## config.mk

```make
export PLATFORM = sky130hd
export DESIGN_NAME = mem_arbiter_flat
export DESIGN_NICKNAME = d
export VERILOG_FILES = /design/src/rtl/mem_arbiter_if.sv /design/src/rtl/mem_arbiter.sv /design/src/flat_wrapper.sv
export SDC_FILE = /design/constraint.sdc
export NUM_CORES = 1
export LEC_CHECK = 0
export CAP_MARGIN = 20
export CORE_AREA = 2 2 116 118
export CTS_BUF_LIST = sky130_fd_sc_hd__clkbuf_16
export CTS_CLUSTER_DIAMETER = 60
export DETAILED_ROUTE_END_ITERATION = 8
export DIE_AREA = 0 0 118 120
export PLACE_DENSITY = 0.73
export SYNTH_ARGS = -nofsm -noshare
export SYNTH_HDL_FRONTEND = slang
export SYNTH_SLANG_ARGS = --single-unit
```

## constraint.sdc

```tcl
create_clock -name clk -period 2.2 [get_ports clk]
set_input_delay 0.33 -clock clk [delete_from_list [all_inputs] [get_ports clk]]
set_output_delay 0.33 -clock clk [all_outputs]
set_load 0.01 [all_outputs]
```

## src/rtl/mem_arbiter_if.sv

```systemverilog
// Requester-side memory bus shared by the core port and the loader/debug port.
// The master drives the request; the arbiter (slave) returns ready and read data.
interface mem_arbiter_if #(
    parameter int ADDR_W = 32,
    parameter int DATA_W = 32
);
    logic              req;
    logic              we;
    logic [ADDR_W-1:0] addr;
    logic [DATA_W-1:0] wdata;
    logic [DATA_W-1:0] rdata;
    logic              ready;

    modport master (output req, we, addr, wdata, input rdata, ready);
    modport slave  (input req, we, addr, wdata, output rdata, ready);
endinterface

```

## src/rtl/mem_arbiter.sv

```systemverilog
// Two-port arbiter in front of the unified instruction/data memory, one access in flight.
// Optional macro MEM_ARB_ROUND_ROBIN_EN: alternate on contention instead of fixed port-0 priority.
module mem_arbiter #(
    parameter int ADDR_W  = 32,
    parameter int DATA_W  = 32,
    parameter int MEM_LAT = 1
) (
    input  logic              clk,
    input  logic              reset,
    mem_arbiter_if.slave      m0,
    mem_arbiter_if.slave      m1,
    output logic              mem_en,
    output logic              mem_we,
    output logic [ADDR_W-1:0] mem_addr,
    output logic [DATA_W-1:0] mem_wdata,
    input  logic [DATA_W-1:0] mem_rdata
);
    localparam int                 CNT_W    = $clog2(MEM_LAT + 1);
    localparam logic [CNT_W-1:0]   CNT_LAST = CNT_W'(MEM_LAT - 1);

    typedef enum logic [1:0] {IDLE, ACCESS, DONE} state_t;

    state_t            r_state;
    state_t            w_next;
    logic              r_grant;
    logic              r_last_grant;
    logic              r_we;
    logic [CNT_W-1:0]  r_cnt;
    logic [DATA_W-1:0] r_rdata0;
    logic [DATA_W-1:0] r_rdata1;

    logic              w_any;
    logic              w_win;
    logic              w_rdy0;
    logic              w_rdy1;
    logic [DATA_W-1:0] w_rdata0;
    logic [DATA_W-1:0] w_rdata1;

    assign w_any = m0.req | m1.req;

`ifdef MEM_ARB_ROUND_ROBIN_EN
    // On contention the port that did not win last time goes next.
    assign w_win = m0.req ? (m1.req ? ~r_last_grant : 1'b0) : 1'b1;
`else
    assign w_win = ~m0.req;
`endif

    always_ff @(posedge clk) begin
        if (reset) begin
            r_state      <= IDLE;
            r_grant      <= 1'b0;
            r_last_grant <= 1'b1;
            r_we         <= 1'b0;
            r_cnt        <= '0;
            r_rdata0     <= '0;
            r_rdata1     <= '0;
        end else begin
            r_state <= w_next;
            case (r_state)
                IDLE: begin
                    if (w_any) begin
                        r_grant      <= w_win;
                        r_last_grant <= w_win;
                        r_we         <= w_win ? m1.we : m0.we;
                    end
                end
                ACCESS: begin
                    r_cnt <= (r_cnt == CNT_LAST) ? '0 : r_cnt + 1'b1;
                end
                DONE: begin
                    if (!r_we) begin
                        if (r_grant) r_rdata1 <= mem_rdata;
                        else         r_rdata0 <= mem_rdata;
                    end
                end
                default: ;
            endcase
        end
    end

    always_comb begin
        w_next = r_state;
        case (r_state)
            IDLE:    if (w_any) w_next = ACCESS;
            ACCESS:  if (r_cnt == CNT_LAST) w_next = DONE;
            DONE:    w_next = IDLE;
            default: w_next = IDLE;
        endcase
    end

    // Read data is forwarded straight from memory in DONE so it is valid with ready,
    // and the captured copy holds it afterwards.
    always_comb begin
        mem_en    = 1'b0;
        mem_we    = 1'b0;
        mem_addr  = '0;
        mem_wdata = '0;
        w_rdy0    = 1'b0;
        w_rdy1    = 1'b0;
        w_rdata0  = r_rdata0;
        w_rdata1  = r_rdata1;
        case (r_state)
            ACCESS: begin
                mem_en    = 1'b1;
                mem_we    = r_we && (r_cnt == '0);
                mem_addr  = r_grant ? m1.addr  : m0.addr;
                mem_wdata = r_grant ? m1.wdata : m0.wdata;
            end
            DONE: begin
                if (r_grant) begin
                    w_rdy1 = 1'b1;
                    if (!r_we) w_rdata1 = mem_rdata;
                end else begin
                    w_rdy0 = 1'b1;
                    if (!r_we) w_rdata0 = mem_rdata;
                end
            end
            default: ;
        endcase
    end

    assign m0.ready = w_rdy0;
    assign m1.ready = w_rdy1;
    assign m0.rdata = w_rdata0;
    assign m1.rdata = w_rdata1;
endmodule
```

## src/flat_wrapper.sv

```systemverilog
// flat-port wrapper written by rule: the top's interface ports become plain ports
module mem_arbiter_flat 
#(
    parameter int ADDR_W  = 32,
    parameter int DATA_W  = 32,
    parameter int MEM_LAT = 1
)
  (clk, reset, mem_en, mem_we, mem_addr, mem_wdata, mem_rdata, m0_req, m0_we, m0_addr, m0_wdata, m0_rdata, m0_ready, m1_req, m1_we, m1_addr, m1_wdata, m1_rdata, m1_ready);
  mem_arbiter_if #(.ADDR_W(ADDR_W), .DATA_W(DATA_W)) m0_i ();
  mem_arbiter_if #(.ADDR_W(ADDR_W), .DATA_W(DATA_W)) m1_i ();
  input  logic clk;
  input  logic reset;
  output logic mem_en;
  output logic mem_we;
  output logic [ADDR_W-1:0] mem_addr;
  output logic [DATA_W-1:0] mem_wdata;
  input  logic [DATA_W-1:0] mem_rdata;
  input wire logic [$bits(m0_i.req)-1:0] m0_req;
  input wire logic [$bits(m0_i.we)-1:0] m0_we;
  input wire logic [$bits(m0_i.addr)-1:0] m0_addr;
  input wire logic [$bits(m0_i.wdata)-1:0] m0_wdata;
  output wire logic [$bits(m0_i.rdata)-1:0] m0_rdata;
  output wire logic [$bits(m0_i.ready)-1:0] m0_ready;
  input wire logic [$bits(m1_i.req)-1:0] m1_req;
  input wire logic [$bits(m1_i.we)-1:0] m1_we;
  input wire logic [$bits(m1_i.addr)-1:0] m1_addr;
  input wire logic [$bits(m1_i.wdata)-1:0] m1_wdata;
  output wire logic [$bits(m1_i.rdata)-1:0] m1_rdata;
  output wire logic [$bits(m1_i.ready)-1:0] m1_ready;
  assign m0_i.req = m0_req;
  assign m0_i.we = m0_we;
  assign m0_i.addr = m0_addr;
  assign m0_i.wdata = m0_wdata;
  assign m0_rdata = m0_i.rdata;
  assign m0_ready = m0_i.ready;
  assign m1_i.req = m1_req;
  assign m1_i.we = m1_we;
  assign m1_i.addr = m1_addr;
  assign m1_i.wdata = m1_wdata;
  assign m1_rdata = m1_i.rdata;
  assign m1_ready = m1_i.ready;
  mem_arbiter #(.ADDR_W(ADDR_W), .DATA_W(DATA_W), .MEM_LAT(MEM_LAT)) u_core (.clk(clk), .reset(reset), .m0(m0_i), .m1(m1_i), .mem_en(mem_en), .mem_we(mem_we), .mem_addr(mem_addr), .mem_wdata(mem_wdata), .mem_rdata(mem_rdata));
endmodule
```

* Yosys cells after proc, flatten, opt, wreduce, memory -nomap -nowiden
Index checks and enable logic that the tools add are counted.
Word-level totals: output and inout bits 132, register bits after elaboration 69, word-level logic and storage cells 43, input port bits 166
Cells by class: add/subtract/negate cells 1, mux-type cells 21, bitwise gates (word level) 5, eq/ne operators 4, reduce and logical (&&, ||, !) cells 6
Operators with widths (number):
- two-way mux 32 bit | 10
- two-way mux 1 bit | 8
- AND reduction 3 bit | 2
- two-way mux 2 bit | 2
- NOT 1 bit | 4
- case mux 2 bit (2 select lines) | 1
- AND reduction 2 bit | 2
- == test 2 x 1 -> 1 bit (second input constant) | 1
- == test 2 bit (second input constant) | 1
- logical NOT 2 bit | 1
- inequality test 2 x 1 -> 1 bit (second input constant) | 1
- inequality test 2 bit (second input constant) | 1
- adder 1 bit (second input constant) | 1
- logical AND 1 bit | 1
- OR 1 bit | 1

* Logic depth before layout (Yosys ltp)
word-level depth 3, mapped depth 6, depth with buffers taken out 3

* Worst setup path before layout
No wires, ideal clock.
path kind register -> output, start point register u_core.r_grant, end point output port m0_rdata[10], data required time 1.870 ns, path buffers 2, setup slack 0.522 ns, arrival 1.348 ns, stages on the path, launching flop included 5, cells stage by stage dfxtp_1 -> buf_6 -> nor4b_4 -> buf_6 -> mux2_4
On the way: cells in the longest elaborated chain, start to end 2
Ends and longest elaborated chain:
- from (decl) | line mem_arbiter.sv:25 | logic r_grant;
- from (signal assigned) | line mem_arbiter.sv:62 | r_grant <= w_win;
- two-way mux 32 bit | line mem_arbiter.sv:110 | if (r_grant) begin
- two-way mux 32 bit | line mem_arbiter.sv:102 | case (r_state)
- to (decl) | line flat_wrapper.sv:22 | output wire logic [$bits(m0_i.rdata)-1:0] m0_rdata;
Every way passes these cells.

* Worst setup path after layout
start point register u_core.r_state[0], end point output port m1_rdata[27]
On the way: cells in the longest elaborated chain, start to end 2
Ends and longest elaborated chain:
- from (decl) | line mem_arbiter.sv:23 | state_t r_state;
- from (signal assigned) | line mem_arbiter.sv:58 | r_state <= w_next;
- == test 2 bit | line mem_arbiter.sv:102
- two-way mux 32 bit | line mem_arbiter.sv:102
- to (decl) | line flat_wrapper.sv:28 | output wire logic [$bits(m1_i.rdata)-1:0] m1_rdata;
Every way passes these cells.

==> reports/results.ini <==
[run_status]
status=complete, no violations

[clocking]
cts.sinks=68
clock_tree.htree_level_count=3
cts-root-buf=sky130_fd_sc_hd__clkbuf_16
ctsLongestPathBuffers=2
clock_pin_slew_of_the_registers_on_the_worst_case_setup_and_hold_paths_ns=0.06
cts_tree=built
clk_latency_worst_skew_pair_ns=0.33
cts_hold_buffers=0
numCtsBuffers=9

[die]
core_region_area_um2=13000
die_y_um=120
floorplan.die_area_um2=14200
initial_core_util_pct=29.3
design.portCount=298
floorplan.rows=42
die-width_um=118

[logic_synthesis]
synth_largest_type_area_fraction_pct=35.8
netlist_top_cells_area=sky130_fd_sc_hd__dfxtp_1 (36%), sky130_fd_sc_hd__mux2i_1 (17%), sky130_fd_sc_hd__mux2_4 (12%)
async_reset_ff_share_pct=0
synth_warnings=0
yosysMostFrequentCell=sky130_fd_sc_hd__dfxtp_1
synthTopCellsByCount=sky130_fd_sc_hd__dfxtp_1 (68), sky130_fd_sc_hd__nor2_1 (67), sky130_fd_sc_hd__mux2i_1 (65)
seq_area_frac_synth_pct=35.8
synth_enable_flop_cells=0
synthesis.instances=370
post_synth.cell_area_avg_um2=10.3
synth.net_count=536
ys.flop_type=sky130_fd_sc_hd__dfxtp_1
yosysUniqueCellTypes=23
post-synth-top-area-cell=sky130_fd_sc_hd__dfxtp_1
synthesized_area_um2=3810
synth.ff_latch_count=68

[timing]
transition_time_at_the_pin_with_the_least_slew_margin_ns=0.449
finalSetupViolCount=0
fin_crit_share_pct=99.2
holdWs_ns=0.437
achievable-frequency_mhz=458
setup_slack_ns=0.0183
hold_violations=0
drv_slew=0
max-slew-margin-rel_pct=70.0
final.setup_skew_ns=0.00616
grt_setup_unrepaired=true
period_needed_ns=2.18

[worst_setup_path]
timing.critical_path.to_type=output pin
reg2reg_setup_slack_ns=0.55
critical_path.startpoint_type=flop
worst_setup_path_startpoint=u_core.r_state[0]
worstPathRequired_ns=1.87
timing_worst_setup_path_type=flop to output pin
reg2reg_depth=6
worst_r2r_endpoint=u_core.r_rdata1[27]
crit-reg2reg-launch=u_core.r_state[0]
critical_path_arrival_ns=1.85
critical_path_peak_fanout=7

[cells_and_area]
layout_fillers=1137
multi_input_comb_area_um2=2380
syn2layout_area_growth_pct=103
drive_above_1_share_pct=27.1
finish.net_count=848
register_area_um2=1370
antenna_diode_count=0
final-instance-count-excl-fill=863

[pwr]
power_switching_share_pct=25.7
pwr_density_cell_nw_per_um2=493
p_comb_share_pct=29.1
cell_internal_pwr_uw=2830
max_ir_drop_vdd_mv=0.324
total_leakage_power_uw=0.00417
clockPowerShare_pct=37.1
net-switching-power_uw=977
p_seq_share_pct=33.8

[placement]
globalplace.congestion=0.774
dp.final_hpwl_um=9780
post-place-cells=824
dp_slack_ns=-0.0136
port_buffers=297

[drt]
drt-wirelength-per-cell_um=16.3
top_signal_layer_used=met4
dr.pass1.iters=5
via_count=3812
postRouteWirelength_um=14100
drc=0
antenna_left=0
viasPerCell=4.42
detailroute.wirelength.met2_um=7100
routed_metal_1_wire_length_um=5790
initial_drt_markers=137
wl_met3_um=913

[grt]
antenna_found_initial=0
grt_first_pass_wirelength_um=20400
grt_use_total_pct=18.0
maximum_number_of_pins_on_one_net_before_global_route_repair=66
vias_in_the_first_global_route=3956
grt_overflow=0

[hold_path]
hold_path_end=u_core.r_rdata1[13]
min_delay_path_depth=2
timing.hold.worst.class=input port to flop
min_from=reset

[job]
drv_cap=0

==> metrics by stage <==
stage               util, %  power [uW]  setup TNS (ns)  instance area (um2)
finish                 59.4        3800               0                 7710
global route           59.4        3980          -0.696                 7710
CTS                    56.7        3820           -3.19                 7360
detailed placement     53.7        2380         -0.0271                 6970
global placement       53.7        2360               0                 6970
floorplan                 -        1750               0                 3810
==> registers in the layout, summed over array words and instances, names as in the netlist <==
register         flops
u_core.r_grant       1
u_core.r_rdata0     32
u_core.r_rdata1     32
u_core.r_state       2
u_core.r_we          1
==> kinds of logic after synthesis <==
kind of cell    count (synthesis)  synth area share, %
compound gates                  4                0.690
mux                           129                 39.0
simple gates                  139                 20.0
buf+inv                        30                 4.57
flops                          68                 35.8
==> power groups by stage <==
| stage | Combinational [uW] | Clock (uW) | Sequential (uW) |
|---|---|---|---|
| 2_1_floorplan | 449 | 0 | 1300 |
| 3_3_place_gp | 1050 | 0 | 1310 |
| 6_report | 1110 | 1410 | 1280 |
| 4_1_cts | 1090 | 1440 | 1280 |
| 5_1_grt | 1180 | 1510 | 1290 |
| 3_5_place_dp | 1070 | 0 | 1310 |
==> how the worst max path moves through the flow <==
stage                     to  slack, ns  cells past startpoint
6_report        m1_rdata[27]       0.02                      6
5_1_grt          m1_rdata[1]      -0.07                      6
4_1_cts        mem_wdata[25]      -0.11                      4
3_5_place_dp     m0_rdata[0]      -0.01                      4
3_3_place_gp    m0_rdata[31]       0.01                      4
2_1_floorplan   m0_rdata[10]       0.52                      4
==> critical path: stages, from the launching register on <==
cell and delay [ns]:
sky130_fd_sc_hd__dfxtp_4 0.36, sky130_fd_sc_hd__nor4bb_4 0.28, sky130_fd_sc_hd__buf_6 0.20, sky130_fd_sc_hd__buf_12 0.14
sky130_fd_sc_hd__buf_6 0.11, sky130_fd_sc_hd__mux2_4 0.31, sky130_fd_sc_hd__buf_6 0.12
==> cell usage in the layout, fill, tap and decap left out <==
master | synthesis | layout
sky130_fd_sc_hd__mux2_4 | 30 | 53
sky130_fd_sc_hd__dfxtp_4 | 0 | 2
sky130_fd_sc_hd__and2_1 | 1 | 1
sky130_fd_sc_hd__buf_2 | 7 | 36
sky130_fd_sc_hd__dlygate4sd2_1 | 0 | 6
sky130_fd_sc_hd__dlymetal6s2s_1 | 0 | 54
sky130_fd_sc_hd__clkinv_2 | 0 | 2
sky130_fd_sc_hd__inv_1 | 1 | 2
sky130_fd_sc_hd__a211oi_1 | 1 | 1
sky130_fd_sc_hd__a311oi_1 | 1 | 1
sky130_fd_sc_hd__buf_16 | 0 | 4
sky130_fd_sc_hd__bufinv_16 | 0 | 1
sky130_fd_sc_hd__clkbuf_2 | 0 | 1
sky130_fd_sc_hd__clkbuf_16 | 0 | 12
sky130_fd_sc_hd__dfxtp_2 | 0 | 2
sky130_fd_sc_hd__nor4b_4 | 1 | 1
sky130_fd_sc_hd__clkdlybuf4s50_1 | 0 | 172
sky130_fd_sc_hd__buf_12 | 0 | 6
sky130_fd_sc_hd__inv_6 | 0 | 1
sky130_fd_sc_hd__mux2_2 | 34 | 11
sky130_fd_sc_hd__nor3b_1 | 1 | 1
sky130_fd_sc_hd__or2_2 | 1 | 1
sky130_fd_sc_hd__mux2i_1 | 65 | 64
sky130_fd_sc_hd__buf_6 | 7 | 35
sky130_fd_sc_hd__dfxtp_1 | 68 | 64
sky130_fd_sc_hd__nor4bb_4 | 0 | 1
sky130_fd_sc_hd__clkinvlp_4 | 0 | 2
sky130_fd_sc_hd__nand2_1 | 1 | 1
sky130_fd_sc_hd__nand2b_4 | 0 | 1
sky130_fd_sc_hd__nor2_1 | 67 | 67
sky130_fd_sc_hd__mux2i_2 | 0 | 1
sky130_fd_sc_hd__and2b_1 | 30 | 30
sky130_fd_sc_hd__and3b_1 | 1 | 1
sky130_fd_sc_hd__a21oi_1 | 2 | 2
sky130_fd_sc_hd__nor2b_1 | 34 | 34
sky130_fd_sc_hd__buf_4 | 0 | 12
sky130_fd_sc_hd__buf_8 | 0 | 1
==> repair_timing <==
item	CTS	global route
endpoints found under the setup margin	128	107
buffers inserted	12	7
gates cloned	5	3
pin swaps	2	1
gates resized for setup	296	94
==> per-layer routing <==
| metal | vias to the layer above | GRT usage [%] |
|---|---|---|
| met4 | 0 | 5.27 |
| met1 | 1763 | 20.8 |
| met2 | 166 | 32.3 |
| met3 | 20 | 5.23 |
| li1 | 1863 | - |
| met5 | - | 0 |
==> area by class of cell <==
class | count | area share [%]
Clock buffer | 9 | 2.92
Clock inverter | 7 | 0.876
Inverter | 1 | 0.0487
Multi-Input combinational cell | 272 | 30.9
Sequential cell | 68 | 17.8
Tap cell | 176 | 2.86
Timing Repair Buffer | 330 | 44.6
Note: power is estimated with default switching activity, not from simulation.
